## config.mk

```make
export PLATFORM = sky130hd
export DESIGN_NAME = instr_encoder
export DESIGN_NICKNAME = d
export VERILOG_FILES = /design/src/rtl/mips_defs.sv /design/src/rtl/instr_pack.sv /design/src/rtl/instr_encoder.sv
export SDC_FILE = /design/constraint.sdc
export NUM_CORES = 1
export LEC_CHECK = 0
export ABC_AREA = 1
export BUFFER_PORTS_ARGS = -buffer_cell sky130_fd_sc_hd__buf_2
export CAP_MARGIN = 20
export CORE_MARGIN = 1.5
export CORE_UTILIZATION = 46
export DETAILED_ROUTE_END_ITERATION = 10
export MAX_ROUTING_LAYER = met4
export PLACE_DENSITY = 0.93
export SLEW_MARGIN = 20
export SYNTH_ARGS = -nofsm -noshare
export SYNTH_HDL_FRONTEND = slang
export SYNTH_SLANG_ARGS = --single-unit
```

## constraint.sdc

```tcl
create_clock -name i_clk -period 1.8 [get_ports i_clk]
set_clock_uncertainty 0.15 [all_clocks]
set_input_delay 0.09 -clock i_clk [delete_from_list [all_inputs] [get_ports i_clk]]
set_output_delay 0.09 -clock i_clk [all_outputs]
set_load 0.02 [all_outputs]
```

## src/rtl/mips_defs.sv

```systemverilog
// Shared MIPS definitions: opcode map, encoder operation classes and loader FSM states.
// The main control decoder and the instruction encoder both draw their opcodes from here.
package mips_defs;

  localparam logic [5:0] OP_RTYPE = 6'h00;
  localparam logic [5:0] OP_ADDI  = 6'h08;
  localparam logic [5:0] OP_ANDI  = 6'h0C;
  localparam logic [5:0] OP_LW    = 6'h23;
  localparam logic [5:0] OP_SW    = 6'h2B;
  localparam logic [5:0] OP_BEQ   = 6'h04;
  localparam logic [5:0] OP_J     = 6'h02;

  typedef enum logic [2:0] {
    CLS_RTYPE   = 3'd0,
    CLS_ADDI    = 3'd1,
    CLS_ANDI    = 3'd2,
    CLS_LW      = 3'd3,
    CLS_SW      = 3'd4,
    CLS_BEQ     = 3'd5,
    CLS_J       = 3'd6,
    CLS_ILLEGAL = 3'd7
  } opClass_e;

  typedef enum logic [1:0] {
    S_LOAD = 2'd0,
    S_FULL = 2'd1,
    S_ERR  = 2'd2
  } loadState_e;

  // Opcode for the I-type classes; other classes return OP_RTYPE and are packed separately.
  function automatic logic [5:0] iTypeOpcode(input opClass_e cls);
    case (cls)
      CLS_ADDI: return OP_ADDI;
      CLS_ANDI: return OP_ANDI;
      CLS_LW:   return OP_LW;
      CLS_SW:   return OP_SW;
      CLS_BEQ:  return OP_BEQ;
      default:  return OP_RTYPE;
    endcase
  endfunction

endpackage

```

## src/rtl/instr_pack.sv

```systemverilog
// Combinational packer: symbolic operation class plus fields in, 32-bit MIPS word out.
// Class 7 yields a zero word and raises the illegal flag.
module instr_pack
  import mips_defs::*;
(
  input  logic [2:0]  opClass,
  input  logic [4:0]  rs,
  input  logic [4:0]  rt,
  input  logic [4:0]  rd,
  input  logic [5:0]  funct,
  input  logic [15:0] imm,
  input  logic [25:0] target,
  output logic [31:0] word,
  output logic        illegal
);

  opClass_e cls;
  assign cls = opClass_e'(opClass);

  always_comb begin
    // NOTE: every output gets a default before the case so no path can infer a latch.
    word    = 32'h0;
    illegal = 1'b0;
    case (cls)
      CLS_RTYPE: word = {OP_RTYPE, rs, rt, rd, 5'b0, funct};
      CLS_ADDI, CLS_ANDI, CLS_LW, CLS_SW, CLS_BEQ:
                 word = {iTypeOpcode(cls), rs, rt, imm};
      CLS_J:     word = {OP_J, target};
      default:   illegal = 1'b1;
    endcase
  end

endmodule

```

## src/rtl/instr_encoder.sv

```systemverilog
// Instruction encoder/loader: accepts symbolic instructions and writes packed words sequentially
// into instruction memory. Define INSTR_ENCODER_CHECKSUM_EN to build the running XOR checksum.
module instr_encoder
  import mips_defs::*;
#(
  parameter int ADDR_W = 8
) (
  input  logic              i_clk,
  input  logic              i_rst_n,
  input  logic              i_clr,
  input  logic              i_valid,
  output logic              o_ready,
  input  logic [2:0]        i_op,
  input  logic [4:0]        i_rs,
  input  logic [4:0]        i_rt,
  input  logic [4:0]        i_rd,
  input  logic [5:0]        i_funct,
  input  logic [15:0]       i_imm,
  input  logic [25:0]       i_target,
  output logic              o_mem_we,
  output logic [ADDR_W-1:0] o_mem_addr,
  output logic [31:0]       o_mem_wdata,
  output logic [ADDR_W:0]   o_count,
  output logic              o_full,
  output logic              o_err,
  output logic [31:0]       o_checksum
);

  localparam logic [ADDR_W:0] LAST_IDX = {1'b0, {ADDR_W{1'b1}}};

  loadState_e      state, stateNext;
  logic [ADDR_W:0] count;
  logic [31:0]     word;
  logic            illegal;
  logic            accept;
  logic            legalAccept;

  instr_pack u_pack (
    .opClass (i_op),
    .rs      (i_rs),
    .rt      (i_rt),
    .rd      (i_rd),
    .funct   (i_funct),
    .imm     (i_imm),
    .target  (i_target),
    .word    (word),
    .illegal (illegal)
  );

  assign o_ready     = (state == S_LOAD) && !i_clr;
  assign accept      = i_valid && o_ready;
  assign legalAccept = accept && !illegal;

  always_comb begin
    stateNext = state;
    if (i_clr) begin
      stateNext = S_LOAD;
    end else begin
      case (state)
        S_LOAD: begin
          if (accept && illegal)                   stateNext = S_ERR;
          else if (legalAccept && count == LAST_IDX) stateNext = S_FULL;
        end
        S_FULL:  stateNext = S_FULL;
        S_ERR:   stateNext = S_ERR;
        default: stateNext = S_LOAD;
      endcase
    end
  end

  always_ff @(posedge i_clk or negedge i_rst_n) begin
    if (!i_rst_n) begin
      state <= S_LOAD;
    end else begin
      // NOTE: sequential state uses non-blocking assignments so every register samples pre-edge values.
      state <= stateNext;
    end
  end

  // Write port and counter; i_clr forces the strobe low, and no beat is accepted while it is high.
  always_ff @(posedge i_clk or negedge i_rst_n) begin
    if (!i_rst_n) begin
      o_mem_we    <= 1'b0;
      o_mem_addr  <= '0;
      o_mem_wdata <= 32'h0;
      count       <= '0;
      o_err       <= 1'b0;
    end else if (i_clr) begin
      o_mem_we <= 1'b0;
      count    <= '0;
      o_err    <= 1'b0;
    end else begin
      o_mem_we <= legalAccept;
      if (legalAccept) begin
        o_mem_addr  <= count[ADDR_W-1:0];
        o_mem_wdata <= word;
        count       <= count + 1'b1;
      end
      if (accept && illegal) o_err <= 1'b1;
    end
  end

`ifdef INSTR_ENCODER_CHECKSUM_EN
  logic [31:0] checksum;

  always_ff @(posedge i_clk or negedge i_rst_n) begin
    if (!i_rst_n)         checksum <= 32'h0;
    else if (i_clr)       checksum <= 32'h0;
    else if (legalAccept) checksum <= checksum ^ word;
  end

  assign o_checksum = checksum;
`else
  assign o_checksum = 32'h0;
`endif

  assign o_count = count;
  assign o_full  = (state == S_FULL);

endmodule
```

Word level (Yosys, flattened, before mapping):

Cells that the tools add are included.
W data, S select, Z words.

* register bits after elaboration: 53
* output and inout port bits: 85
* word-level logic and storage cells: 43

* add/sub/neg operators: 1
* eq/ne operators: 10
* multiplexer cells: 12
* bitwise gates (word level): 1
* reduce and logical (&&, ||, !) cells: 13

Operator list (number)
* $pmux W32 S3: 1
* $pmux W6 S5: 1
* $mux W9: 2
* $add A9 B1 Y9 const B: 1
* $eq A3 B3 Y1 const B: 3
* $eq A9 B8 Y1 const B: 1
* $reduce_or A7 Y1: 1
* $eq A3 B2 Y1 const B: 2
* $mux W2: 3
* $pmux W2 S3: 1
* $logic_and A1 B1 Y1: 5
* $reduce_or A5 Y1: 1
* $mux W1: 4
* $ne A4 B2 Y1 const B: 1
* $reduce_bool A2 Y1: 2
* $eq A3 B1 Y1 const B: 1
* $logic_not A3 Y1: 1
* $eq A2 B1 Y1 const B: 1
* $eq A2 B2 Y1 const B: 1
* $logic_not A2 Y1: 1
* $reduce_and A2 Y1: 1
* $logic_not A1 Y1: 1
* $not A1 Y1: 1

Depth between registers and ports, before layout:

Gate-level depths: netlist (run 1).

* depth in word-level cells: 9
* mapped depth: 8

By module:

From an unflattened synthesis (run 1), not the netlist that was laid out.

* cell total of the unflattened synthesis: 403
* area total of the unflattened synthesis: 3210.6 µm²

By module, submodules not included
* instr_encoder: instances 1, cells each 286, area each 2521.2 µm², seq. area each 1326.3 µm²
* instr_pack: instances 1, cells each 117, area each 689.4 µm², seq. area each 0.0 µm²

Worst setup path after synthesis (run 1):

Ideal clock, no wire load.

* path type: register to register
* start: register count[1] (netlist: o_count[1])
* end: register count[8] (netlist: o_count[8])
* arrival time: 1523 ps
* path slack: 45 ps
* cell stages (with the launch flop): 8
* path buffers: 0
* period minus slack after synthesis: 1755 ps
* cell sequence: dfrtp_1 -> ha_1 -> nand3_1 -> nor2_1 -> nand2_1 -> nor3_1 -> ha_1 -> o22ai_1

* cells in the longest elaborated chain, start to end: 3

Ends and longest elaborated chain
* start: declaration: RTL line instr_encoder.sv:32 `logic [ADDR_W:0] count;`
* start signal: assignment: RTL line instr_encoder.sv:97 `count <= count + 1'b1;`
* $add A9 B1 Y9: RTL line instr_encoder.sv:97
* $mux W9: RTL line instr_encoder.sv:94 `if (legalAccept) begin`
* $mux W9: RTL line instr_encoder.sv:88 `end else if (i_clr) begin`

Every way passes these cells. The select of a mux whose other input is x is not followed.
A chain may end at the register's enable or synchronous reset.

Final worst setup path (run 1):

* start: register count[0] (netlist: o_count[0])
* end: register count[8] (netlist: o_count[8])

The elaborated chain is that of the path after synthesis.

==> flow_metrics.py, run 1 <==
metrics = {
    "status": {
        "outcome": "complete, no violations",
    },
    "floorplanning": {
        "fp-row-count": 29,
        "start_util": 0.4708,
        "die-area_um2": 6915,
        "die-height_um": 83.16,
        "ioPinCount": 155,
        "core_um2": 6277,
        "die_w_um": 83.16,
    },
    "sta": {
        "maxSlewHeadroom": 0.5729,
        "min_period_ns": 1.687,
        "tightestPinTransition_ns": 0.6406,
        "fin_ws_ns": 0.1133,
        "hold_violations": 0,
        "holdWs_ns": 0.005872,
        "finalMaxSlewViolations": 0,
        "setup_viol": 0,
        "fmax_mhz": 592.9,
        "rsz0062_at_grt": "true",
        "tns_ns": 0,
        "post-route-period-util": 0.9370,
    },
    "power": {
        "ir_worst_vdd_v": 0.0004975,
        "p_sw_frac": 0.3612,
        "power.internal_w": 0.002247,
        "power.clock.fraction": 0.235,
        "power_w": 0.003518,
        "p_seq_frac": 0.418,
        "switchingPower_w": 0.001271,
        "comb_power_share": 0.347,
        "power_density_nw_per_um2": 874.8,
        "p_leak_nw": 2.241,
    },
    "critical_path": {
        "crit_chain": "ha_2 -> nand3_1 -> nor2_2 -> nand2_1 -> nor3_2 -> ha_1 -> o22ai_1",
        "r2r_cells": 7,
        "worst_setup_path_start_kind": "flip-flop",
        "slowest_stage": "dfrtp_1",
        "crit_arrival_ns": 1.76,
        "worstPathRequired_ns": 1.87,
        "critPathKind": "reg2reg",
        "slowest_delay_ns": 0.38,
        "crit_path_end_kind": "flip-flop",
        "worst-path-max-fanout": 3,
    },
    "clock_network": {
        "cts-buffers-inserted": 5,
        "cts_tree": "built",
        "cts.sinks": 51,
        "cts_buffer_depth": 2,
        "clockRootBuffer": "clkbuf_8",
        "clkLatencyLatePin_ns": 0.30,
        "clkSlewWorstSetupHoldPaths_ns": 0.09,
        "htreeDepth": 2,
    },
    "synth": {
        "synth_most_common_cell": "nand2_1",
        "ys_ff_latch": 51,
        "synthArstFlopShare": 1.000,
        "synth_cell_types": 25,
        "yosys.area.top_type": "dfrtp_1",
        "synth_edf_count": 0,
        "ys_seq_area_frac": 0.4318,
        "netlist_area_um2": 2955,
        "synth.avg_cell_area_um2": 7.482,
        "netlist.area_leader.share": 0.4318,
        "yosys_warnings": 0,
        "synth_common_cells": "nand2_1 (100), nor2_1 (76), dfrtp_1 (51)",
        "syn_inst": 395,
        "ys.flop_type": "dfrtp_1",
        "synthTopCellsByArea": "dfrtp_1 (43%), nand2_1 (13%), nor2_1 (9.7%), buf_4 (9.4%), inv_1 (4.6%)",
    },
    "min_path": {
        "hold_class": "in2reg",
        "hold_depth": 5,
    },
    "global_route": {
        "grt_overflow": 0,
        "grtUsageTotal": 0.2344,
        "antenna_found_initial": 0,
        "first_global_vias": 2972,
        "grt_max_degree": 52,
        "grt_pass1_wl_um": 12970,
    },
    "layout": {
        "finalNonFillerCells": 632,
        "fillers": 506,
        "final_nets": 626,
        "drive_above_1_share": 0.3189,
        "num_antenna_cells": 0,
        "area_delta_synth_final_pct": 36.07,
    },
    "routing": {
        "drc": 0,
        "postRouteAntennaNets": 0,
        "viasPerCell": 4.741,
        "drtPass1Iterations": 4,
        "num_vias": 2996,
        "detail_route.wirelength_um": 7751,
        "drt_iter0_markers": 144,
        "wl_per_cell_um": 12.26,
    },
    "placed_design": {
        "place_ws_ns": 0.01247,
        "portBuffers": 121,
        "place_inst": 586,
        "finalWeightedCongestion": 0.9400,
        "dp_hpwl_um": 5381,
    },
    "run": {
        "drv_cap": 0,
    },
}
## kinds of logic (layout without fill, tap and decap cells)
| logic type | count (synthesis) | after routing | synth area share |
|---|---|---|---|
| buffers and inverters | 85 | 213 | 0.1689 |
| XOR/XNOR | 1 | 1 | 0.002964 |
| other | 1 | 33 | 0.001269 |
| AO/OA/AOI/OAI | 48 | 48 | 0.09949 |
| flip-flops | 51 | 51 | 0.4318 |
| adder cells (fa/ha/maj) | 2 | 2 | 0.008466 |
| AND/OR/NAND/NOR | 207 | 207 | 0.2870 |
## layer usage
metal  up-vias  GRT usage  wire [µm]
li1       1460          -          -
met1      1388     0.2626       3057
met2       128     0.4183       4046
met3        20    0.03479        432
met4         0    0.09545        215
met5         -          -          0
## power by group through the flow
stage	logic [W]	registers [W]	clock network (W)
finish	0.00122	0.00147	0.000826
global route	0.00132	0.00150	0.000887
detailed placement	0.00114	0.00149	0
global placement	0.00112	0.00148	0
floorplan	0.000532	0.00175	0
CTS	0.00121	0.00147	0.000843
## placed cells by master (no fill, tap or decap)
cell / netlist / final
buf_12: 0 / 1
inv_1: 36 / 35
a21oi_1: 17 / 17
a21oi_2: 13 / 13
nand4_1: 3 / 3
buf_4: 37 / 8
bufinv_16: 0 / 1
ha_2: 0 / 1
dlygate4sd3_1: 0 / 36
buf_2: 6 / 121
o21ai_0: 16 / 16
nand3_2: 1 / 1
nor3_2: 0 / 1
o21ai_2: 1 / 1
nand2_1: 100 / 99
xor2_1: 1 / 1
clkbuf_8: 0 / 6
ha_1: 2 / 1
dfrtp_1: 51 / 51
nand3_1: 11 / 11
conb_1: 1 / 33
inv_2: 1 / 1
clkinv_2: 0 / 1
clkinvlp_4: 0 / 1
nand2_2: 3 / 4
nor2_1: 76 / 74
nor2_4: 1 / 2
buf_6: 3 / 2
o22ai_1: 1 / 1
nor2_2: 11 / 12
## stage by stage
step	util	area, µm²
2_1_floorplan	-	3075
3_3_place_gp	0.5579	3502
3_5_place_dp	0.5579	3502
4_1_cts	0.6348	3985
5_1_grt	0.6406	4021
6_report	0.6406	4021
## final timing paths
path | startpoint | endpoint | slack, ns
max in group asynchronous | i_rst_n | o_mem_wdata[7] | 0.80
worst min-delay path | i_rd[1] | o_mem_wdata[12] | 0.006
worst max-delay path | o_count[0] | o_count[8] | 0.11
min in group asynchronous | i_rst_n | o_count[4] | 0.27
worst min register to register | o_mem_addr[2] | o_mem_addr[2] | 0.33
worst max register to register | o_count[0] | o_count[8] | 0.11
## cell type report
class                   count  area [µm²]  area share
clock buffers               6       82.58     0.02054
clock inverters             2       35.03    0.008712
inverters                  37       142.6     0.03547
multi-input cells         291        1320      0.3283
flip-flops and latches     51        1276      0.3174
well taps                  77       96.34     0.02396
repair buffers            168        1069      0.2657
## critical path, delay by kind of cell, from the launching register on
family,cells,cell delay [ns]
simple gates,4,0.48
compound gates,1,0.15
fa+ha+maj,2,0.45
flops,1,0.38
## repair_timing
item,in CTS,in global routing
buffers inserted,0,2
pin swaps,0,1
endpoints found under the hold margin,81,0
setup endpoints to repair,1,15
resized for setup,1,7
hold buffers,36,0
## state kept, by name, summed over array words and instances, names as in the netlist
name         flops
o_mem_we         1
o_count          9
o_mem_wdata     30
o_mem_addr       8
state            2
o_err            1
Note: power is estimated with default switching activity, not from simulation.
==> run 2: changes to the inputs <==
- HOLD_SLACK_MARGIN: unset -> 0.15
- PLACE_DENSITY: 0.93 -> 0.8
==> run 2 against run 1 <==
Effect of this change:
- total power up 1.7%
- final area up 10%
- sequential share of layout area fell by 3.0 points
- non-clock buffer count up 36
- largest cell class is now buffers
- highest routed layer unchanged
==> flow_metrics.py, run 2 (same netlist as run 1, synthesis figures left out) <==
metrics = {
    "clock_network": {
        "clockRootBuffer": "clkbuf_8",
        "cts-buffers-inserted": 5,
        "cts.sinks": 51,
        "cts_buffer_depth": 2,
        "htreeDepth": 2,
        "cts_tree": "built",
        "clkSlewWorstSetupHoldPaths_ns": 0.10,
        "clkLatencyLatePin_ns": 0.30,
    },
    "placed_design": {
        "place_inst": 584,
        "dp_hpwl_um": 5068,
        "finalWeightedCongestion": 0.8486,
        "place_ws_ns": 0.05025,
        "portBuffers": 121,
    },
    "critical_path": {
        "worstPathRequired_ns": 1.83,
        "worst_setup_path_start_kind": "input pin",
        "r2r-start": "o_count[0]",
        "critPathKind": "in2reg",
        "path_delay_family": "buffers and inverters",
        "critical_path_buf_inv_count": 4,
        "timing.rr.end": "o_count[8]",
        "crit_arrival_ns": 1.79,
        "slowest_delay_ns": 0.54,
        "critPathLaunch": "i_clr",
        "slowest_stage": "dlygate4sd3_1",
        "r2r_cells": 7,
        "worst-path-max-fanout": 22,
        "crit_chain": "dlygate4sd3_1 -> buf_2 -> inv_1 -> nand3_1 -> nor2_2 -> nand2_2 -> buf_6 -> nor2_1 -> a21oi_1",
        "reg2reg_setup_slack_ns": 0.05,
        "crit_path_end_kind": "flip-flop",
    },
    "global_route": {
        "first_global_vias": 3133,
        "grt_max_degree": 41,
        "grtUsageTotal": 0.2557,
        "antenna_found_initial": 0,
        "grt_overflow": 0,
        "grt_pass1_wl_um": 14060,
    },
    "floorplanning": {
        "die-area_um2": 6915,
        "die_w_um": 83.16,
        "start_util": 0.4708,
        "fp-row-count": 29,
        "ioPinCount": 155,
        "core_um2": 6277,
        "die-height_um": 83.16,
    },
    "status": {
        "outcome": "complete, no violations",
    },
    "sta": {
        "post-route-period-util": 0.9769,
        "finalMaxSlewViolations": 0,
        "tightestPinTransition_ns": 0.7412,
        "setup_viol": 0,
        "fin_ws_ns": 0.04151,
        "min_period_ns": 1.758,
        "fmax_mhz": 568.7,
        "maxSlewHeadroom": 0.5043,
        "hold_violations": 0,
    },
    "min_path": {
        "hold_depth": 2,
        "min_to": "o_mem_addr[7]",
        "hp-start": "o_mem_addr[7]",
        "hold_class": "reg2reg",
    },
    "routing": {
        "drt_iter0_markers": 200,
        "drc": 0,
        "postRouteAntennaNets": 0,
        "num_vias": 3163,
        "drtPass1Iterations": 4,
        "wl_per_cell_um": 13.18,
        "viasPerCell": 4.728,
        "detail_route.wirelength_um": 8817,
    },
    "layout": {
        "final_nets": 663,
        "finalNonFillerCells": 669,
        "area_delta_synth_final_pct": 50.25,
        "fillers": 491,
        "multi_input_area_um2": 1368,
        "final_cell_mix": "buf_2 (121), nand2_1 (99), nor2_1 (74)",
        "largest_reg_flops": 30,
        "num_antenna_cells": 0,
        "regMostFlops": "o_mem_wdata",
        "final_common_cell": "buf_2",
        "regArea_um2": 1277,
        "drive_above_1_share": 0.3074,
    },
    "power": {
        "power_density_nw_per_um2": 805.5,
        "ir_worst_vdd_v": 0.0004548,
        "p_leak_nw": 2.391,
    },
    "run": {
        "drv_cap": 0,
    },
}
-- run 2: cell types whose count changed in the layout (fill, tap and decap cells not counted), sizes merged --
cell,before,now
buf,132,131
dlygate4sd3,36,73
clkinv,1,2
nand2,103,104
clkbuf,6,5
-- run 2: area by class of cell --
class                   instances  area share
flip-flops and latches         51      0.2877
repair buffers                204      0.3252
clock inverters                 3    0.009862
inverters                      37     0.03212
multi-input cells             292      0.3080
clock buffers                   5     0.01550
well taps                      77     0.02170
-- run 2: through the flow --
| step | power, W | util | cell area (µm²) | TNS [ns] | hold slack, ns |
|---|---|---|---|---|---|
| 3_5_place_dp | 0.002634 | 0.5575 | 3500 | 0 | -0.06736 |
| 6_report | 0.003577 | 0.7074 | 4441 | 0 | 0.3380 |
| 5_1_grt | 0.003776 | 0.7074 | 4441 | -0.1551 | 0.3676 |
| 4_1_cts | 0.003562 | 0.6918 | 4343 | 0 | 0.3432 |
| 3_3_place_gp | 0.002599 | 0.5575 | 3500 | 0 | -0.07666 |
| 2_1_floorplan | 0.002283 | - | 3075 | 0 | -0.3556 |
-- run 2: worst max path at each step --
stage / cells after the start / endpoint / slack (ns)
floorplan: 7 / o_count[8] / 0.04
global placement: 7 / o_count[8] / 0.13
detailed placement: 7 / o_count[8] / 0.05
CTS: 7 / o_count[8] / 0.04
global route: 9 / o_mem_wdata[2] / -0.03
finish: 9 / o_mem_wdata[1] / 0.04
-- run 2: worst reg2reg max path: stages, from the launching register on --
cell and delay (ns):
dfrtp_1 0.42, ha_4 0.18, nand3_4 0.09, nor2_4 0.13, nand2_2 0.07, nor3_2 0.20, ha_2 0.30, o22ai_2 0.13
-- run 2: power by group --
part / switching, W / internal (W) / leakage [nW]
clock: 0.000382 / 0.000414 / 0.0581
combinational: 0.000804 / 0.000493 / 1.70
sequential: 0.000125 / 0.00136 / 0.629
total: 0.00131 / 0.00227 / 2.39
-- run 2: repair_timing --
action | CTS | global route
setup endpoints to repair | 0 | 31
buffers inserted | 0 | 3
endpoints found under the hold margin | 86 | 0
gates resized for setup | 0 | 18
hold buffers | 73 | 0
-- run 2: routing by layer --
layer | up-vias | track usage | wire length, µm
met5 | - | - | 0
met3 | 20 | 0.03678 | 508
met2 | 148 | 0.4656 | 4781
met1 | 1462 | 0.2828 | 3332
met4 | 0 | 0.09545 | 195
li1 | 1533 | - | -
==> run 3: changes to the inputs <==
- ABC_AREA: 1 -> unset
- CAP_MARGIN: 20 -> unset
==> run 3 against run 2 <==
Effect of this change:
- the flow now finishes with violations (hold timing, setup timing)
- final area is 5.7% higher
- register-to-register slack worse by 0.08 ns
- fmax decreased by 3.8%
- global-route usage is 3.0 points higher
- via count rose by 4.8%
- setup slack got worse by 0.070 ns
- sequential power fell by 8%
- critical path type is now reg2reg
- largest cell class unchanged
==> flow_metrics.py, run 3 <==
metrics = {
    "clock_network": {
        "htreeDepth": 2,
        "clkLatencyLatePin_ns": 0.31,
        "cts_tree": "built",
        "cts-buffers-inserted": 5,
        "clkSlewWorstSetupHoldPaths_ns": 0.10,
        "cts.sinks": 51,
        "cts_buffer_depth": 2,
        "clockRootBuffer": "clkbuf_8",
    },
    "placed_design": {
        "dp_hpwl_um": 5695,
        "place_inst": 519,
        "place_ws_ns": -0.07761,
        "portBuffers": 121,
        "finalWeightedCongestion": 0.8106,
    },
    "global_route": {
        "grt_overflow": 0,
        "grt_max_degree": 52,
        "grtUsageTotal": 0.2854,
        "antenna_found_initial": 0,
        "first_global_vias": 3256,
        "grt_pass1_wl_um": 15690,
    },
    "routing": {
        "drc": 0,
        "viasPerCell": 5.481,
        "drtPass1Iterations": 5,
        "num_vias": 3316,
        "postRouteAntennaNets": 0,
        "detail_route.wirelength_um": 10110,
        "drt_iter0_markers": 172,
        "wl_per_cell_um": 16.70,
    },
    "power": {
        "power.clock.fraction": 0.256,
        "power.internal_w": 0.002187,
        "power_w": 0.003287,
        "comb_power_share": 0.329,
        "power_density_nw_per_um2": 700.6,
        "p_sw_frac": 0.3348,
        "p_leak_nw": 2.260,
        "ir_worst_vdd_v": 0.0004894,
        "p_seq_frac": 0.415,
        "switchingPower_w": 0.001101,
    },
    "status": {
        "outcome": "complete, but fails checks",
        "violations": "hold timing, setup timing",
    },
    "synth": {
        "netlist_area_um2": 3018,
        "ys_ff_latch": 51,
        "ys_seq_area_frac": 0.4229,
        "yosys.area.top_type": "dfrtp_1",
        "yosys_warnings": 0,
        "synth_cell_types": 40,
        "synthTopCellsByArea": "dfrtp_1 (42%), buf_4 (8.5%), o31ai_1 (3.5%), a221oi_1 (3.5%), mux2_2 (3.4%)",
        "synth_common_cells": "dfrtp_1 (51), buf_4 (34), nand2_1 (23)",
        "synthArstFlopShare": 1.000,
        "synth_edf_count": 0,
        "synth_most_common_cell": "dfrtp_1",
        "synth.avg_cell_area_um2": 9.286,
        "ys.flop_type": "dfrtp_1",
        "netlist.area_leader.share": 0.4229,
        "syn_inst": 325,
    },
    "critical_path": {
        "timing.rr.end": "o_count[4]",
        "crit_path_end_kind": "flip-flop",
        "crit_arrival_ns": 1.93,
        "critPathKind": "reg2reg",
        "worstPathRequired_ns": 1.90,
        "r2r-start": "state[1]",
        "reg2reg_setup_slack_ns": -0.03,
        "worst_setup_path_start_kind": "flip-flop",
        "r2r_cells": 4,
        "worst-path-max-fanout": 6,
    },
    "sta": {
        "finalMaxSlewViolations": 0,
        "fmax_mhz": 546.9,
        "rsz0062_at_grt": "true",
        "hold_violations": 1,
        "fin_ws_ns": -0.02839,
        "post-route-period-util": 1.016,
        "setup_viol": 2,
        "holdWs_ns": -0.01101,
        "maxSlewHeadroom": 0.5627,
        "min_period_ns": 1.828,
        "tightestPinTransition_ns": 0.6560,
    },
    "layout": {
        "final_common_cell": "buf_2",
        "num_antenna_cells": 0,
        "drive_above_1_share": 0.3504,
        "multi_input_area_um2": 1564,
        "fin_util": 0.7389,
        "finalNonFillerCells": 605,
        "area_delta_synth_final_pct": 55.47,
        "regMostFlops": "o_mem_wdata",
        "final_nets": 599,
        "largest_reg_flops": 30,
        "fillers": 452,
        "final_cell_mix": "buf_2 (122), dlygate4sd3_1 (76), dfrtp_1 (51)",
        "regArea_um2": 1276,
    },
    "min_path": {
        "hold_class": "in2reg",
        "min_to": "o_count[4]",
        "hold_depth": 3,
        "hp-start": "i_clr",
    },
    "floorplanning": {
        "ioPinCount": 155,
        "fp-row-count": 29,
        "die_w_um": 84.00,
        "core_um2": 6350,
        "die-area_um2": 7055,
        "die-height_um": 84.00,
        "start_util": 0.4753,
    },
    "run": {
        "drv_cap": 0,
    },
}
==> run 3: repair_timing <==
action | in CTS | in global routing
pin swaps | 2 | 1
endpoints found under the hold margin | 83 | 6
setup buffers | 0 | 0
gates resized for setup | 8 | 24
hold buffers | 75 | 1
endpoints found under the setup margin | 7 | 19
gates cloned | 1 | 1
==> run 3: worst max path at each step <==
stage              from         end  slack, ns  cells past startpoint
6_report       state[1]  o_count[4]      -0.03                      4
3_5_place_dp   state[1]  o_count[5]      -0.08                      4
3_3_place_gp   state[1]  o_count[7]      -0.02                      4
5_1_grt        state[1]  o_count[4]      -0.09                      4
2_1_floorplan  state[1]  o_count[8]      -0.05                      5
4_1_cts        state[1]  o_count[4]      -0.03                      4
==> run 3: critical path: stages (launching register included) <==
cell     delay, ns
dfrtp_1       0.39
or4b_4        0.53
buf_6         0.16
or4_4         0.42
a21oi_2       0.12
==> run 3: kinds of logic after synthesis <==
kind of cell / share of synthesized area
compound gates: 0.2372
xor+xnor: 0.002903
fa+ha+maj: 0.008291
buf+inv: 0.1298
flops: 0.4229
mux: 0.04353
other cells: 0.001243
simple gates: 0.1542
==> run 3: routing by layer <==
| layer | global-route usage | share of wire |
|---|---|---|
| met4 | 0.1058 | 0.025 |
| met5 | - | 0 |
| met3 | 0.03858 | 0.061 |
| met1 | 0.3184 | 0.38 |
| met2 | 0.5183 | 0.53 |
==> run 3: cell type report <==
type	count	area share
Timing Repair Buffer	225	0.3421
Multi-Input combinational cell	237	0.3333
Sequential cell	51	0.2720
Tap cell	77	0.02053
Clock buffer	6	0.01760
Clock inverter	2	0.007467
Inverter	6	0.005867
Timing Repair inverter	1	0.001067
==> run 3: power groups by stage <==
stage | Sequential [W] | Clock, W | Combinational (W)
2_1_floorplan | 0.00155 | 0 | 0.000428
3_3_place_gp | 0.00137 | 0 | 0.000880
3_5_place_dp | 0.00138 | 0 | 0.000894
4_1_cts | 0.00136 | 0.000847 | 0.00104
5_1_grt | 0.00138 | 0.000897 | 0.00116
6_report | 0.00136 | 0.000841 | 0.00108
==> run 3: through the flow <==
| step | TNS (ns) | area (µm²) |
|---|---|---|
| finish | -0.03111 | 4692 |
| global route | -0.6128 | 4692 |
| CTS | -0.04219 | 4617 |
| detailed placement | -0.2052 | 3701 |
| global placement | -0.03450 | 3701 |
| floorplan | -0.1404 | 3161 |
